--- config.mk ---
export PLATFORM = sky130hd
export DESIGN_NAME = fifo_param
export DESIGN_NICKNAME = d
export VERILOG_FILES = /design/src/rtl/fifo_pkg.sv /design/src/rtl/fifo_ram.sv /design/src/rtl/fifo_param.sv
export SDC_FILE = /design/constraint.sdc
export NUM_CORES = 1
export LEC_CHECK = 0
export ABC_CLOCK_PERIOD_IN_PS = 3900
export BUFFER_PORTS_ARGS = -buffer_cell sky130_fd_sc_hd__buf_2
export CAP_MARGIN = 20
export CORE_MARGIN = 5
export CORE_UTILIZATION = 35
export CTS_BUF_LIST = sky130_fd_sc_hd__clkbuf_8
export DETAILED_ROUTE_END_ITERATION = 10
export SETUP_SLACK_MARGIN = 0.05
export SYNTH_ARGS = -nofsm -noshare
export SYNTH_HDL_FRONTEND = slang
export SYNTH_SLANG_ARGS = --single-unit
export TNS_END_PERCENT = 100
--- constraint.sdc ---
create_clock -name clk -period 3.9 [get_ports clk]
set_clock_uncertainty 0.05 [all_clocks]
set_input_delay 0.39 -clock clk [delete_from_list [all_inputs] [get_ports clk]]
set_output_delay 0.39 -clock clk [all_outputs]
set_load 0.005 [all_outputs]
--- src/rtl/fifo_pkg.sv ---
// Shared defaults and a constant-evaluable log2 helper for the FIFO family.
package fifo_pkg;

    localparam int DEFAULT_DATA_WIDTH = 8;
    localparam int DEFAULT_DEPTH      = 16;

    // Ceiling log2, usable in parameter/localparam expressions.
    function automatic int clog2(input int value);
        int result;
        int v;
        result = 0;
        v      = value - 1;
        while (v > 0) begin
            result = result + 1;
            v      = v >> 1;
        end
        return result;
    endfunction

endpackage

--- src/rtl/fifo_ram.sv ---
// Simple dual-port storage: synchronous write, registered read with enable.
// The read register is the FIFO's dout, so it alone carries a reset; the
// array itself is never reset so it can map onto block RAM.
module fifo_ram
    import fifo_pkg::*;
#(
    parameter int DATA_WIDTH = DEFAULT_DATA_WIDTH,
    parameter int DEPTH      = DEFAULT_DEPTH,
    parameter int ADDR_WIDTH = clog2(DEPTH)
) (
    input  logic                  clk,
    input  logic                  rst,
    input  logic                  i_we,
    input  logic [ADDR_WIDTH-1:0] i_waddr,
    input  logic [DATA_WIDTH-1:0] i_wdata,
    input  logic                  i_re,
    input  logic [ADDR_WIDTH-1:0] i_raddr,
    output logic [DATA_WIDTH-1:0] o_rdata
);

    logic [DATA_WIDTH-1:0] r_mem [DEPTH];
    logic [DATA_WIDTH-1:0] r_rdata;

    // Write port: store data at the write address when enabled.
    always_ff @(posedge clk) begin
        if (i_we) begin
            r_mem[i_waddr] <= i_wdata;
        end
    end

    // Read port: registered output, holds its value when no read is enabled.
    always_ff @(posedge clk or posedge rst) begin
        if (rst) begin
            r_rdata <= '0;
        end else if (i_re) begin
            r_rdata <= r_mem[i_raddr];
        end
    end

    assign o_rdata = r_rdata;

endmodule

--- src/rtl/fifo_param.sv ---
// Parametrised synchronous FIFO: pointers, occupancy count, threshold flags
// and overflow/underflow pulses around a fifo_ram storage block.
module fifo_param
    import fifo_pkg::*;
#(
    parameter int DATA_WIDTH          = DEFAULT_DATA_WIDTH,
    parameter int DEPTH               = DEFAULT_DEPTH,
    parameter int ALMOST_FULL_THRESH  = DEPTH - 2,
    parameter int ALMOST_EMPTY_THRESH = 2,
    localparam int ADDR_WIDTH         = clog2(DEPTH)
) (
    input  logic                  clk,
    input  logic                  reset,
    input  logic                  sclr,
    input  logic                  wren,
    input  logic                  rden,
    input  logic [DATA_WIDTH-1:0] din,
    output logic [DATA_WIDTH-1:0] dout,
    output logic                  read_valid,
    output logic                  full,
    output logic                  empty,
    output logic                  almost_full,
    output logic                  almost_empty,
    output logic [ADDR_WIDTH:0]   count,
    output logic                  overflow,
    output logic                  underflow
);

    localparam logic [ADDR_WIDTH:0] L_DEPTH = (ADDR_WIDTH + 1)'(DEPTH);

    logic [ADDR_WIDTH-1:0] r_wr_ptr;
    logic [ADDR_WIDTH-1:0] r_rd_ptr;
    logic [ADDR_WIDTH:0]   r_count;
    logic                  r_read_valid;
    logic                  r_overflow;
    logic                  r_underflow;

    logic w_rd_accept;
    logic w_wr_accept;
    logic w_full;
    logic w_empty;

    // Flags decode straight from the count register.
    assign w_full  = (r_count == L_DEPTH);
    assign w_empty = (r_count == '0);

    // A read needs data; a write needs room, or a slot freed by a same-edge
    // read. sclr suppresses both so the clear leaves dout untouched.
    assign w_rd_accept = rden && !w_empty && !sclr;
    assign w_wr_accept = wren && (!w_full || w_rd_accept) && !sclr;

    fifo_ram #(
        .DATA_WIDTH (DATA_WIDTH),
        .DEPTH      (DEPTH),
        .ADDR_WIDTH (ADDR_WIDTH)
    ) u_ram (
        .clk     (clk),
        .rst     (reset),
        .i_we    (w_wr_accept),
        .i_waddr (r_wr_ptr),
        .i_wdata (din),
        .i_re    (w_rd_accept),
        .i_raddr (r_rd_ptr),
        .o_rdata (dout)
    );

    // Pointer, occupancy and status-pulse registers.
    always_ff @(posedge clk or posedge reset) begin
        if (reset) begin
            r_wr_ptr     <= '0;
            r_rd_ptr     <= '0;
            r_count      <= '0;
            r_read_valid <= 1'b0;
            r_overflow   <= 1'b0;
            r_underflow  <= 1'b0;
        end else if (sclr) begin
            r_wr_ptr     <= '0;
            r_rd_ptr     <= '0;
            r_count      <= '0;
            r_read_valid <= 1'b0;
            r_overflow   <= 1'b0;
            r_underflow  <= 1'b0;
        end else begin
            if (w_wr_accept) begin
                r_wr_ptr <= r_wr_ptr + ADDR_WIDTH'(1);
            end
            if (w_rd_accept) begin
                r_rd_ptr <= r_rd_ptr + ADDR_WIDTH'(1);
            end
            case ({w_wr_accept, w_rd_accept})
                2'b10:   r_count <= r_count + (ADDR_WIDTH + 1)'(1);
                2'b01:   r_count <= r_count - (ADDR_WIDTH + 1)'(1);
                default: r_count <= r_count;
            endcase
            r_read_valid <= w_rd_accept;
            r_overflow   <= wren && !w_wr_accept;
            r_underflow  <= rden && !w_rd_accept;
        end
    end

    assign count        = r_count;
    assign full         = w_full;
    assign empty        = w_empty;
    assign almost_full  = (int'(r_count) >= ALMOST_FULL_THRESH);
    assign almost_empty = (int'(r_count) <= ALMOST_EMPTY_THRESH);
    assign read_valid   = r_read_valid;
    assign overflow     = r_overflow;
    assign underflow    = r_underflow;

endmodule

-- Word-level counts from Yosys, hierarchy flattened
Memories as Yosys holds them, arrays and structs flattened. A register that Yosys moved wholly into a read port is not among the register bits.
Index checks and enable logic that the tools add are counted.
W data, S select, Z words.
- register bits: 16
- RAM bits: 128
- bits of input ports: 13
- output and inout bits: 20
- word-level logic and storage cells: 43
- memories kept: 1
- memories (memory ; words ; bits a word ; rd ports ; clocked after memory_dff ; write ports ; RTL line ; source):
    u_ram.r_mem ; 16 ; 8 ; 1 ; 1 ; 1 ; fifo_ram.sv:21 ; logic [DATA_WIDTH-1:0] r_mem [DEPTH];
- $add $sub $neg: 4
- magnitude comparators: 2
- equal/unequal tests: 3
- mux-type cells: 11
- reduce and logical (&&, ||, !) cells: 16
- operators by type and width (kind ; count):
    $mux W4 ; 4
    $pmux W5 S2 ; 1
    $add A4 B1 Y4 const B ; 2
    $logic_and A1 B1 Y1 ; 6
    $add A5 B1 Y5 const B ; 1
    $eq A5 B5 Y1 const B ; 1
    $ge A5 B4 Y1 const B ; 1
    $le A5 B2 Y1 const B ; 1
    $logic_not A1 Y1 ; 5
    $logic_not A5 Y1 ; 1
    $mux W1 ; 5
    $mux W5 ; 1
    $sub A5 B1 Y5 const B ; 1
    $reduce_bool A2 Y1 ; 2
    $reduce_bool A3 Y1 ; 1
    $eq A2 B1 Y1 const B ; 1
    $eq A2 B2 Y1 const B ; 1
    $logic_or A1 B1 Y1 ; 1

-- Logic depth before layout (Yosys ltp)
- word-level depth: 10
- gate-level depth with buffers: 13
- mapped depth without buffers: 12

-- Cells and area by module
From an unflattened synthesis, not the netlist that was laid out.
- cells, all modules: 340
- area total of the unflattened synthesis: 6329.8 sq um
- by module, submodules not included (module ; times used ; cells an instance ; area an instance (sq um) ; sequential area each (sq um)):
    fifo_ram ; 1 ; 241 ; 5335.1 ; 4043.9
    fifo_param ; 1 ; 99 ; 994.7 ; 400.4

-- Worst setup path after synthesis
Ideal clock, no wire load.
- kind: register to register
- start: register r_count[3] (netlist: count[3])
- end: register r_count[4] (netlist: count[4])
- setup time: 0.136 ns
- arrival: 2.576 ns
- required time: 3.714 ns
- path slack: 1.137 ns
- cell stages (with the launch flop): 14
- path buffers: 1
- period minus slack after synthesis: 2.763 ns
- cells stage by stage: dfrtp_1 > nor4_2 > nand2b_1 > nand2b_1 > buf_2 > inv_2 > nand2_1 > inv_1 > ha_1 > nand2b_1 > a21oi_1 > or3b_2 > a31oi_1 > a21oi_1
- word-level cells in the longest chain between the ends: 10
- elaborated cells between the ends (all ways): 16
- classes of those cells: add/sub: 2; eq/ne: 3; mux: 2; reduce/logical: 9
- RTL lines (item ; RTL line ; source):
    from (decl) ; fifo_param.sv:33 ; logic [ADDR_WIDTH:0] r_count;
    from (signal assigned) ; fifo_param.sv:91 ; 2'b10: r_count <= r_count + (ADDR_WIDTH + 1)'(1);
    from (signal assigned) ; fifo_param.sv:92 ; 2'b01: r_count <= r_count - (ADDR_WIDTH + 1)'(1);
    from (signal assigned) ; fifo_param.sv:93 ; default: r_count <= r_count;
    $logic_not A5 Y1 ; fifo_param.sv:45 ; assign w_empty = (r_count == '0);
    $logic_not A1 Y1 ; fifo_param.sv:49 ; assign w_rd_accept = rden && !w_empty && !sclr;
    $logic_and A1 B1 Y1 (2 in series) ; fifo_param.sv:49 ;
    $logic_or A1 B1 Y1 ; fifo_param.sv:50 ; assign w_wr_accept = wren && (!w_full || w_rd_accept) && !sclr;
    $logic_and A1 B1 Y1 (2 in series) ; fifo_param.sv:50 ;
    $eq A2 B1 Y1 / $eq A2 B2 Y1 (equally long branches) ; fifo_param.sv:90 ; case ({w_wr_accept, w_rd_accept})
    $pmux W5 S2 ; fifo_param.sv:90 ;
    $mux W5 ; fifo_param.sv:76 ; end else if (sclr) begin
Parallel ways exist; a longest one is shown, timed or not.
A chain may end at the register's enable or synchronous reset.

-- Worst setup path after layout
Same ends and word-level chain as after synthesis.

==> impl_results.md <==
- Status: complete, no violations
- Syn Nets: 362
- Placer Congestion: 0.756
- Fin Setup TNS: 0 ns
- Hold Path End: count[4]
- CTS clk-pin slew, worst paths: 0.09 ns
- Finished layout cell area: 6990 sq um
- Final WL: 12300 um
- Final Cycle Share: 82.0%
- Final setup viols: 0
- Initial drt markers: 189
- R2R depth: 12
- Final ANT Viol Nets: 0
- Register area share after synthesis: 71.9%
- DRT Pass-1 Iters: 4
- Hold depth: 3
- Fmax: 313 MHz
- Root Buffer: clkbuf_8
- CTS resizes: 0
- #FFs+latches synth: 152
- GRT overflow: 0
- CP max stage delay: 0.49 ns
- RSZ-0062 raised after global routing: no
- Num ports: 33
- Avg Inst Size Synth: 18.2 sq um
- Hold path startpoint: rden
- Worst r2r dst: count[4]
- Chip Width: 143 um
- Worst path cell trace: nor4_2 > nand2b_1 > nand2b_1 > inv_2 > nand2_1 > inv_1 > ha_1 > nand2b_1 > a21oi_1 > or3b_2 > a31oi_1 > a21oi_1
- Detailed placement HPWL: 7900 um
- Initial core utilization: 35.7%
- Area of the mapped netlist: 6180 sq um
- Drt wl/cell: 19.9 um
- Vias: 3082
- Area growth syn-to-layout: 13.1%
- Min Clock Period, post-route: 3.20 ns
- WP data required: 4.17 ns
- Max transition margin: 25.1%
- Most used cell along the critical path: nand2b_1
- Worst slew pin tran: 1.12 ns
- TritonCTS clock tree: yes
- CP Capture Type: register
- Pleak: 2.34 nW
- Drc violations: 0
- H-tree depth: 4
- Post-synth EDFFs: 128
- Total clock sinks: 152
- Post-CTS Setup Bufs: 0
- Hold Fails Final Rpt: 0
- Synth warn: 0
- Count leader, synth: edfxtp_1
- First-pass GRT wire length: 19300 um
- CP Max Fanout: 9
- Top cells by count, synth: 128 x edfxtp_1, 32 x mux4_2, 32 x nor2_1
- All-layer global routing usage: 12.9%
- PwrDens: 519 nW/um^2
- Diodes inserted: 0
- Cts hold-fix bufs: 0
- Max Cap Viol: 0
- CTS buffer count: 17
- Distinct cells, synth: 42
- Startpoint Class: register
- Final net count: 402
- Kind of critical path: register to register
- Share of cells above drive strength 1: 28.2%
- Max Root-Sink Buffers: 2
- Port bufs: 32
- Primary FF master, synth: edfxtp_1
- R2r setup slk: 0.70 ns
- Skew-Pair Late Insertion Delay: 0.44 ns
- Worst VDD drop: 0.361 mV
- Top post-synthesis cells by area: edfxtp_1 62%, mux4_2 12%, dfrtp_1 9.7%, mux2i_1 2.8%, nor2_1 1.9%
- Synth top area share: 62.2%
- Mapped Cells: 340
- Height of the die: 143 um
- Number of global-route vias before repair: 3263
- Min-delay worst type: input port to register
- Largest net degree at the start of global routing: 34
- Worst reg2reg path startpoint: count[3]
- Die Area: 20400 sq um
- Slowest cell on crit path: nor4_2
- Area after DPL: 6580 sq um
- Ys async rst share: 15.8%
- Crit path DAT: 3.46 ns
- Vias/cell: 4.99
- Yosys top cell by area: edfxtp_1
- Initial antenna violation count: 0
- Final Max Slew Viols: 0
- Core ar.: 17300 sq um
- Std cell rows: 48
==> metal layers <==
layer / track usage (%) / part of all wire [%]
met1: 17.4 / 44
met2: 20.6 / 49
met3: 3.65 / 5.5
met4: 3.65 / 1.1
met5: 0 / 0
==> sequential cells by signal, summed over array words and instances (netlist names) <==
name and flops:
r_wr_ptr 4, count 5, read_valid 1, u_ram.o_rdata 8
underflow 1, r_rd_ptr 4, overflow 1, u_ram.r_mem 128
==> worst max-delay path by stage <==
stage	start	to	slack [ns]	cells after the start
CTS	count[3]	count[4]	0.72	12
finish	count[3]	count[4]	0.70	12
global placement	count[3]	count[4]	0.86	12
floorplan	count[3]	count[4]	1.14	13
detailed placement	count[3]	count[4]	0.75	12
global route	count[3]	count[4]	0.42	12
==> power breakdown <==
| part | total [mW] | leakage (nW) | switching, mW | internal [mW] |
|---|---|---|---|---|
| Clock | 1.15 | 0.181 | 0.629 | 0.517 |
| Combinational | 0.521 | 0.693 | 0.281 | 0.240 |
| Sequential | 1.96 | 1.47 | 0.112 | 1.85 |
==> placed cells by master, fill, tap and decap left out, drive strengths merged, types with 2 or more instances in the layout <==
cell      count
a31oi         2
edfxtp      128
buf          36
mux2          3
nand2b        5
o221ai        9
mux4         32
mux2i        17
xor2          7
o21ai         3
clkinv        3
nand4         2
clkinvlp      4
nand2        19
ha            8
inv          16
a21oi         4
or3           4
dfrtp        24
nor2         32
clkbuf       17
xnor2         2
==> worst max-delay path: cells and delay by family, from the launching register on <==
family	cells	cell delay (ns)
AO/OA/AOI/OAI	3	0.37
adder cells (fa/ha/maj)	1	0.32
flip-flops	1	0.47
AND/OR/NAND/NOR	6	1.69
buffers and inverters	2	0.18
==> logic make-up after synthesis <==
family	share of synthesized area (%)
AOI/OAI and AO/OA	2.78
xor gates and xnor gates	1.28
adders and majority gates	1.94
buffers and inverters	1.64
DFF	71.9
muxes	15.0
and+or+nand+nor	5.45
==> stage by stage <==
stage               hold slack, ns  utilization, %  power [mW]  cells  setup slack (ns)
floorplan                    0.355               -        2.29    340              1.14
global placement             0.462            38.0        2.50    584             0.860
detailed placement           0.453            38.0        2.52    584             0.749
CTS                          0.128            40.2        3.66    616             0.718
global route                 0.211            40.4        3.81    618             0.424
finish                       0.204            40.4        3.63    618             0.704
==> final cells by class <==
type	instances	area (sq um)
clock inverter	15	140
fill	1590	10300
inverter	9	33.8
sequential	152	4450
tap	225	282
timing repair buffer	37	220
clock buffer	17	234
multi-input combinational	163	1630
Power figures use the tool's default switching activity.
